**src/rtl/ex_stage.sv**
```systemverilog
// ex_stage: execute stage -- ALU, jump redirect, single-outstanding memory access, writeback and forwarding
module ex_stage (
  input  logic        clk,
  input  logic        rst_n,
  input  logic        in_valid,
  output logic        in_ready,
  input  logic [3:0]  rtlop_i,
  input  logic [1:0]  rtltype_i,
  input  logic [31:0] pc_i,
  input  logic [31:0] src1_i,
  input  logic [31:0] src2_i,
  input  logic [4:0]  gprs_waddr_i,
  output logic [4:0]  ex_gprs_waddr,
  output logic [31:0] ex_gprs_wdata,
  output logic        mem_req,
  output logic        mem_we,
  output logic [31:0] mem_addr,
  output logic [31:0] mem_wdata,
  input  logic        mem_ack,
  input  logic [31:0] mem_rdata,
  output logic        jump_o,
  output logic [31:0] jump_target_o,
  output logic        wb_valid,
  output logic [4:0]  wb_waddr,
  output logic [31:0] wb_wdata,
  output logic        error_o
);
  typedef enum logic {IDLE, MEM} state_t;
  state_t r_state, w_next;
  logic        r_we;
  logic [4:0]  r_rd;
  logic [31:0] w_alu, w_result;
  logic        w_legal, w_take, w_arith, w_rmem, w_wmem, w_jump, w_wr, w_fwd, w_ack, w_mem_wb;
  assign in_ready = r_state == IDLE;
  // an instruction arriving while jump_o is high is on the wrong path: accepted but dropped
  assign w_take   = in_valid & in_ready & ~jump_o;
  assign w_arith  = rtltype_i == 2'd0;
  assign w_rmem   = rtltype_i == 2'd1;
  assign w_wmem   = rtltype_i == 2'd2;
  assign w_jump   = rtltype_i == 2'd3;
  assign w_ack    = (r_state == MEM) & mem_ack;
  assign w_mem_wb = w_ack & ~r_we & (r_rd != 5'd0);
  assign mem_req  = r_state == MEM;
  assign mem_we   = mem_req & r_we;
  always_comb begin
    w_alu   = '0;
    w_legal = 1'b1;
    case (rtlop_i)
      4'd0:    w_alu = src1_i + src2_i;
      4'd1:    w_alu = src1_i << src2_i[4:0];
      4'd2:    w_alu = {31'd0, $signed(src1_i) < $signed(src2_i)};
      4'd3:    w_alu = {31'd0, src1_i < src2_i};
      4'd4:    w_alu = src1_i ^ src2_i;
      4'd5:    w_alu = src1_i >> src2_i[4:0];
      4'd6:    w_alu = src1_i | src2_i;
      4'd7:    w_alu = src1_i & src2_i;
      4'd13:   w_alu = 32'($signed(src1_i) >>> src2_i[4:0]);
      default: w_legal = 1'b0;
    endcase
  end
  assign w_result = w_jump ? pc_i + 32'd4 : w_alu;
  assign w_fwd    = w_take & (w_arith | w_jump) & (gprs_waddr_i != 5'd0);
  assign w_wr     = w_fwd & (w_jump | w_legal);
  assign ex_gprs_waddr = w_fwd ? gprs_waddr_i : wb_valid ? wb_waddr : 5'd0;
  assign ex_gprs_wdata = w_fwd ? w_result : wb_valid ? wb_wdata : 32'd0;
  always_comb begin
    w_next = r_state;
    if (r_state == IDLE && w_take && (w_rmem || w_wmem)) w_next = MEM;
    if (w_ack) w_next = IDLE;
  end
  always_ff @(posedge clk or negedge rst_n) begin
    if (!rst_n) r_state <= IDLE;
    else        r_state <= w_next;
  end
  always_ff @(posedge clk or negedge rst_n) begin
    if (!rst_n) begin
      wb_valid      <= 1'b0;
      wb_waddr      <= '0;
      wb_wdata      <= '0;
      jump_o        <= 1'b0;
      jump_target_o <= '0;
      error_o       <= 1'b0;
      mem_addr      <= '0;
      mem_wdata     <= '0;
      r_we          <= 1'b0;
      r_rd          <= '0;
    end else begin
      wb_valid <= w_wr | w_mem_wb;
      jump_o   <= w_take & w_jump;
      error_o  <= w_take & w_arith & ~w_legal;
      if (w_wr) begin
        wb_waddr <= gprs_waddr_i;
        wb_wdata <= w_result;
      end else if (w_mem_wb) begin
        wb_waddr <= r_rd;
        wb_wdata <= mem_rdata;
      end
      if (w_take & w_jump) jump_target_o <= (src1_i + src2_i) & ~32'd1;
      if (w_take & (w_rmem | w_wmem)) begin
        mem_addr  <= w_rmem ? src1_i + src2_i : src1_i;
        mem_wdata <= w_rmem ? 32'd0 : src2_i;
        r_we      <= w_wmem;
        r_rd      <= gprs_waddr_i;
      end
    end
  end
endmodule

```
**config.mk**
```make
export PLATFORM = sky130hd
export DESIGN_NAME = ex_stage
export DESIGN_NICKNAME = d
export VERILOG_FILES = /design/src/rtl/ex_stage.sv
export SDC_FILE = /design/constraint.sdc
export NUM_CORES = 1
export LEC_CHECK = 0
export ABC_AREA = 1
export BUFFER_PORTS_ARGS = -buffer_cell sky130_fd_sc_hd__buf_4
export CAP_MARGIN = 20
export CORE_ASPECT_RATIO = 0.75
export CORE_UTILIZATION = 57
export CTS_CLUSTER_SIZE = 16
export DETAILED_ROUTE_END_ITERATION = 10
export PLACE_DENSITY = 0.94
export SLEW_MARGIN = 20
export SYNTH_ARGS = -nofsm -noshare
export SYNTH_HDL_FRONTEND = slang
export SYNTH_SLANG_ARGS = --single-unit
```
**constraint.sdc**
```tcl
create_clock -name clk -period 2.6 [get_ports clk]
set_input_delay 0.13 -clock clk [delete_from_list [all_inputs] [get_ports clk]]
set_output_delay 0.13 -clock clk [all_outputs]
set_load 0.02 [all_outputs]
```
==> impl_metrics.csv, run 1 <==
group,metric,value,unit
synth,synthDistinctLibCells,50,
synth,synth-seq-area-share,22.9,%
run_status,failing_step,"global routing (5_1_grt)",
floorplanning,die-width,193,µm
synth,ys_ff_latch,142,
global_routing,grt_max_degree,72,
synth,syn_nets,2856,
floorplanning,num_rows,51,
cts,cts_sinks,142,
sta,endpoint_type,"top-level output",
place,port_buffers,317,
cts,root_buffer,"clkbuf_16",
floorplanning,io_pins,319,
synth,yosys.area.top_type_share,22.9,%
run_status,status,"stopped before the end",
place,dpl.cell_count,3271,
floorplanning,die_y,145,µm
global_routing,grt_usage,76.0,%
sta,worst_endpoint,"ex_gprs_wdata[30]",
synth,yosysTopAreaCell,"dfrtp_1",
floorplanning,initial_utilization,58.9,%
synth,ys_warn_count,0,
run_status,stop_error,"[ERROR GRT-0232] Routing congestion too high. Check the congestion heatmap in the GUI.",
place,hpwl,55.1,mm
synth,synth_cells,2610,
synth,synth-edff-count,0,
synth,synth_area,15500,µm²
cts,htreeDepth,4,
global_routing,overflow,94,
synth,synthTopCellsByArea,"dfrtp_1 (23%), nand2_1 (23%), nand3_1 (12%)",
synth,post_synth.cell_area_avg,5.95,µm²
place,place_ws,-0.208,ns
synth,synth_common_cells,"nand2_1 (936), nand3_1 (370), inv_1 (279)",
place,place.gp.congestion,1.36,
synth,async_flop_share,100,%
synth,yosys_most_used_dff,"dfrtp_1",
cts,cts_buffers,17,
synth,synth.most_common_cell,"nand2_1",
cts,ctsLongestPathBuffers,2,
repair_timing:
action / 4_1_cts
setup buffers: 0
setup endpoints to repair: 10
hold endpoints to repair: 84
hold buffers: 18
resized for setup: 13
metrics by stage:
step | area (µm²) | utilization, %
2_1_floorplan | 15500 | -
3_3_place_gp | 18700 | 71.0
3_5_place_dp | 18700 | 71.0
4_1_cts | 19600 | 74.2
metal layers:
layer,GRT overflow,track usage (%)
met2,44,86.8
met4,39,63.7
met1,6,79.0
met3,5,67.0
met5,0,55.9
cells by family after synthesis:
family,share of synthesized area [%]
adders and majority gates,8.35
and+or+nand+nor,41.8
other,0.0242
buffers and inverters,10.9
xor gates and xnor gates,1.30
AOI/OAI and AO/OA,14.8
DFF,22.9
==> run 2, diff against run 1 <==
CORE_ASPECT_RATIO = not set   (was 0.75)
CORE_UTILIZATION = 40   (was 57)
CTS_CLUSTER_SIZE = not set   (was 16)
PLACE_DENSITY = not set   (was 0.94)
PLACE_DENSITY_LB_ADDON = 0.15   (was not set)
==> impl_metrics.csv, run 2 <==
group,metric,value,unit
finish,diodes,0,
worst_setup_path,critPathKind,"input pin to primary output",
worst_setup_path,path_max_fanout,36,
synth,synth_common_cells,"nand2_1 (936), nand3_1 (370), inv_1 (279)",
sta,finalWorstSetupSlack,0.0226,ns
cts,root_buffer,"clkbuf_16",
sta,worst_pin_slew,0.754,ns
floorplanning,initial_utilization,40.9,%
floorplanning,num_rows,71,
finish,n_fill_cell,3707,
synth,ys_warn_count,0,
worst_setup_path,worstPathRequired,2.47,ns
place,place.gp.congestion,1.06,
floorplanning,core_area,37900,µm²
global_routing,antenna_found_initial,0,
global_routing,grt_max_degree,74,
place,dpl.cell_count,3647,
power_and_ir_drop,power_leakage,12.2,nW
sta,hold_viol_final,0,
synth,yosys_most_used_dff,"dfrtp_1",
finish,final_cells,3734,
sta,min_period_over_period,99.1,%
worst_setup_path,end_kind,"primary output",
global_routing,grt_usage,40.4,%
sta,whs,0.0380,ns
power_and_ir_drop,ir_drop,0.000359,V
finish,multi_input_area,11100,µm²
global_routing,grt_pass1_wl,118,mm
synth,yosys.area.top_type_share,22.9,%
sta,fin_skew,0.0101,ns
synth,synth-seq-area-share,22.9,%
sta,slew_viol_final,0,
synth,synthTopCellsByArea,"dfrtp_1 (23%), nand2_1 (23%), nand3_1 (12%)",
synth,yosysTopAreaCell,"dfrtp_1",
sta,min_period,2.58,ns
cts,clk_latency,0.46,ns
cts,cts_tree,"built",
cts,ctsLongestPathBuffers,2,
place,hpwl,66.0,mm
detailed_routing,wl_per_cell,22.0,µm
floorplanning,io_pins,319,
power_and_ir_drop,powerDensity,568,nW/µm²
finish,nets,3456,
floorplanning,die_y,199,µm
detailed_routing,dr_total_vias,21000,
place,port_buffers,317,
synth,post_synth.cell_area_avg,5.95,µm²
detailed_routing,drt_iter0_markers,2326,
finish,final_cell_mix,"nand2_1 (884), buf_4 (642), nand3_1 (344)",
synth,synth_cells,2610,
detailed_routing,wl,82.1,mm
cts,cts_buffers,17,
cts,cts_sinks,142,
run_status,status,"complete, no violations",
detailed_routing,drt_first_pass_iters,7,
flow_run,cap_violations,0,
cts,clk_pin_slew,0.06,ns
finish,final_common_cell,"nand2_1",
finish,drive_gt1_share,27.6,%
synth,synth.most_common_cell,"nand2_1",
sta,slew-limit-headroom,49.7,%
synth,syn_nets,2856,
worst_setup_path,cp-start-kind,"input pin",
sta,rsz0062_at_grt,"yes",
cts,htreeDepth,4,
sta,timing.fmax,388,MHz
worst_setup_path,worstPathArrival,2.45,ns
global_routing,overflow,0,
detailed_routing,via_per_inst,5.63,
synth,ys_ff_latch,142,
finish,regArea,3550,µm²
floorplanning,dieArea,39600,µm²
global_routing,grt_pass1_vias,19600,
finish,area_growth,44.8,%
sta,final.setup.tns,0,ns
place,place_ws,-0.488,ns
detailed_routing,route.antenna.remaining_nets,0,
floorplanning,die-width,199,µm
finish,top_regs,"mem_addr (32), mem_wdata (32), wb_wdata (32)",
sta,setup_viol,0,
synth,synthDistinctLibCells,50,
detailed_routing,drc,0,
synth,synth-edff-count,0,
min_path,hold_path.class,"input pin to register",
synth,synth_area,15500,µm²
synth,async_flop_share,100,%
power_and_ir_drop,total_power,0.0128,W
## run 2: layout make-up
cell class / instances / area share, %
Multi-Input combinational cell: 2058 / 49.3
Timing Repair Buffer: 700 / 24.5
Sequential cell: 142 / 15.8
Inverter: 291 / 4.96
Tap cell: 511 / 2.84
Clock buffer: 17 / 1.89
Clock inverter: 15 / 0.779
## run 2: power breakdown
group	leakage (nW)	internal (W)	switching [W]
logic	10.1	0.00273	0.00403
registers	1.77	0.00294	0.000541
clock network	0.291	0.00144	0.00109
## run 2: path summary, 6_finish.rpt
path	slack (ns)	depth (start not counted)	to	start
max	0.02	19	ex_gprs_wdata[0]	src2_i[0]
min	0.04	3	mem_wdata[29]	src2_i[29]
max reg2reg	0.16	9	wb_wdata[0]	mem_req
min reg2reg	0.48	2	jump_target_o[24]	jump_target_o[24]
max in group asynchronous	1.68	3	mem_addr[4]	rst_n
min in group asynchronous	0.15	2	mem_wdata[20]	rst_n
## run 2: cell families after synthesis
group	Yosys count	share of synthesized area (%)
simple gates	1548	41.8
buf+inv	410	10.9
flops	142	22.9
fa+ha+maj	103	8.35
other cells	1	0.0242
compound gates	383	14.8
xor+xnor	23	1.30
## run 2: routing by layer
layer | up-vias | wire length (µm) | track usage (%) | share of wire (%)
met2 | 1138 | 35600 | 60.6 | 43
met5 | - | 0 | 0 | 0
li1 | 9727 | - | - | -
met3 | 137 | 8370 | 8.65 | 10
met1 | 10000 | 35600 | 57.1 | 43
met4 | 0 | 2500 | 12.5 | 3.0
## run 2: stage by stage
stage / area (µm²) / util, %
global placement: 20500 / 54.0
finish: 22500 / 59.3
global route: 22500 / 59.3
floorplan: 15500 / -
detailed placement: 20500 / 54.0
CTS: 21800 / 57.4
## run 2: timing repair
item,CTS,global route
setup endpoints to repair,24,35
resized for setup,47,167
endpoints found under the hold margin,122,0
setup buffers,3,7
pin swaps,9,32
hold buffers,45,0
cloned,0,0
## run 2: critical path, cell delays in order
cell and delay (ns):
buf_4 0.12, buf_4 0.16, buf_12 0.17, nand2_1 0.11, buf_4 0.12, nand3_1 0.09, nand3_1 0.16, nand3_1 0.23
nand3_1 0.16, nand2_1 0.07, nor2_2 0.17, nand2_1 0.08, inv_1 0.05, nand2_1 0.09, nand2_1 0.10, nand2_1 0.05
nand2_1 0.07, nand2_1 0.11, buf_4 0.18
(Power assumes the default switching activity.)
==> run 3, diff against run 2 <==
==> constraint.sdc (replaced) <==
create_clock -name clk -period 2.6 [get_ports clk]
set_input_delay 0.13 -clock clk [delete_from_list [all_inputs] [get_ports clk]]
set_output_delay 0.13 -clock clk [all_outputs]
set_load 0.1 [all_outputs]
==> impl_metrics.csv, run 3 (synthesis results as in run 2) <==
group,metric,value,unit
detailed_routing,drt_iter0_markers,2553,
global_routing,antenna_found_initial,3,
sta,worst_pin_slew,0.646,ns
global_routing,grt_max_degree,71,
detailed_routing,via_per_inst,5.66,
worst_setup_path,critPathKind,"input pin to primary output",
worst_setup_path,path_max_fanout,4,
sta,setup_viol,2,
run_status,violations,"negative setup slack",
cts,root_buffer,"clkbuf_16",
cts,cts_tree,"built",
worst_setup_path,cp-start-kind,"input pin",
floorplanning,core_area,37900,µm²
finish,drive_gt1_share,31.9,%
finish,final_common_cell,"nand2_1",
place,port_buffers,317,
floorplanning,dieArea,39600,µm²
floorplanning,io_pins,319,
detailed_routing,drt_first_pass_iters,8,
worst_setup_path,worstPathRequired,2.47,ns
worst_setup_path,worstPathArrival,2.49,ns
power_and_ir_drop,power_leakage,12.9,nW
finish,nets,3566,
power_and_ir_drop,powerDensity,757,nW/µm²
place,hpwl,66.0,mm
sta,slew-limit-headroom,57.0,%
global_routing,grt_pass1_vias,20300,
finish,area_growth,54.9,%
sta,fin_skew,0.00723,ns
place,placed_area,21500,µm²
power_and_ir_drop,total_power,0.0182,W
finish,finalInstanceArea,24100,µm²
sta,finalWorstSetupSlack,-0.0159,ns
cts,htreeDepth,4,
worst_setup_path,slowest_delay,0.31,ns
sta,slew_viol_final,0,
detailed_routing,wl,83.6,mm
sta,min_period_over_period,101,%
detailed_routing,wl_per_cell,21.7,µm
sta,rsz0062_at_grt,"yes",
worst_setup_path,worstPathCellList,"buf_4 > inv_1 > ha_4 > nand2_1 > buf_4 > nor2_2 > nand2_2 > nand2_4 > nand2_1 > nand2_1 > inv_1 > nand2_1 > nand3_2 > nor2_4 > nand2_1 > nand2_1 > nand2_1 > nand2_1 > nand2_2 > buf_6",
detailed_routing,route.antenna.remaining_nets,0,
floorplanning,num_rows,71,
cts,clk_pin_slew,0.07,ns
sta,min_period,2.62,ns
worst_setup_path,critPathSlowestCell,"ha_4",
power_and_ir_drop,ir_drop,0.000644,V
global_routing,grt_usage,40.8,%
min_path,hold_path.class,"input pin to register",
floorplanning,die_y,199,µm
cts,cts_sinks,142,
place,place.gp.congestion,1.09,
sta,final.setup.tns,-0.0240,ns
finish,final_cell_mix,"nand2_1 (848), buf_4 (716), nand3_1 (343)",
cts,cts_buffers,17,
detailed_routing,dr_total_vias,21800,
global_routing,overflow,0,
sta,hold_viol_final,0,
worst_setup_path,cp_common_cell,"nand2_1",
run_status,status,"finished, violations left",
floorplanning,die-width,199,µm
sta,timing.fmax,382,MHz
floorplanning,initial_utilization,40.9,%
flow_run,cap_violations,0,
worst_setup_path,end_kind,"primary output",
cts,ctsLongestPathBuffers,2,
global_routing,grt_pass1_wl,120,mm
cts,clk_latency,0.46,ns
finish,top_regs,"mem_addr (32), mem_wdata (32), wb_wdata (32)",
detailed_routing,drc,0,
[run 3: worst paths after layout]
check | from | endpoint | slack, ns | cells after the start
max | src1_i[4] | ex_gprs_wdata[7] | -0.02 | 20
max reg2reg | mem_req | wb_wdata[0] | 0.21 | 9
min | in_valid | error_o | 0.04 | 5
max in group asynchronous | rst_n | mem_addr[2] | 1.56 | 3
min reg2reg | jump_target_o[21] | jump_target_o[21] | 0.48 | 2
min in group asynchronous | rst_n | jump_target_o[8] | 0.23 | 2
[run 3: area by class of cell]
class / count / area, µm²
flip-flops and latches: 142 / 3560
clock inverters: 11 / 133
diodes: 2 / 5.00
repair inverters: 1 / 8.76
inverters: 291 / 1110
multi-input cells: 2058 / 11400
fillers: 3543 / 13900
clock buffers: 21 / 460
repair buffers: 809 / 6730
well taps: 511 / 639
[run 3: power breakdown]
part,switching [W],internal [W]
clock network,0.000998,0.00147
logic,0.00914,0.00310
registers,0.000551,0.00294
[run 3: what timing repair did]
item,4_1_cts,5_1_grt
hold buffers,40,0
endpoints found under the hold margin,105,0
buffers inserted,5,11
gates cloned,1,2
setup endpoints to repair,33,34
pin swaps,9,32
resized for setup,131,203
[run 3: per-stage QoR]
step	instances	worst slack (ns)	hold slack [ns]	utilization [%]
floorplan	2610	0.00238	-0.166	-
global placement	3753	-0.546	0.158	56.7
detailed placement	3753	-0.561	0.157	56.7
CTS	3831	-0.0591	0.0141	60.9
global route	3844	-0.0713	0.0564	63.4
finish	3846	-0.0159	0.0447	63.4
[run 3: worst max-delay path, delay by kind of cell]
family | cells | cell delay, ns
and+or+nand+nor | 14 | 1.44
buffers and inverters | 5 | 0.58
adders and majority gates | 1 | 0.31
[run 3: per-layer routing]
| layer | vias up | GRT usage [%] | part of all wire [%] |
|---|---|---|---|
| met5 | - | 0 | 0 |
| met4 | 0 | 15.4 | 4.0 |
| met3 | 202 | 9.09 | 11 |
| met2 | 1232 | 61.6 | 43 |
| met1 | 10400 | 56.3 | 42 |
| li1 | 9958 | - | - |
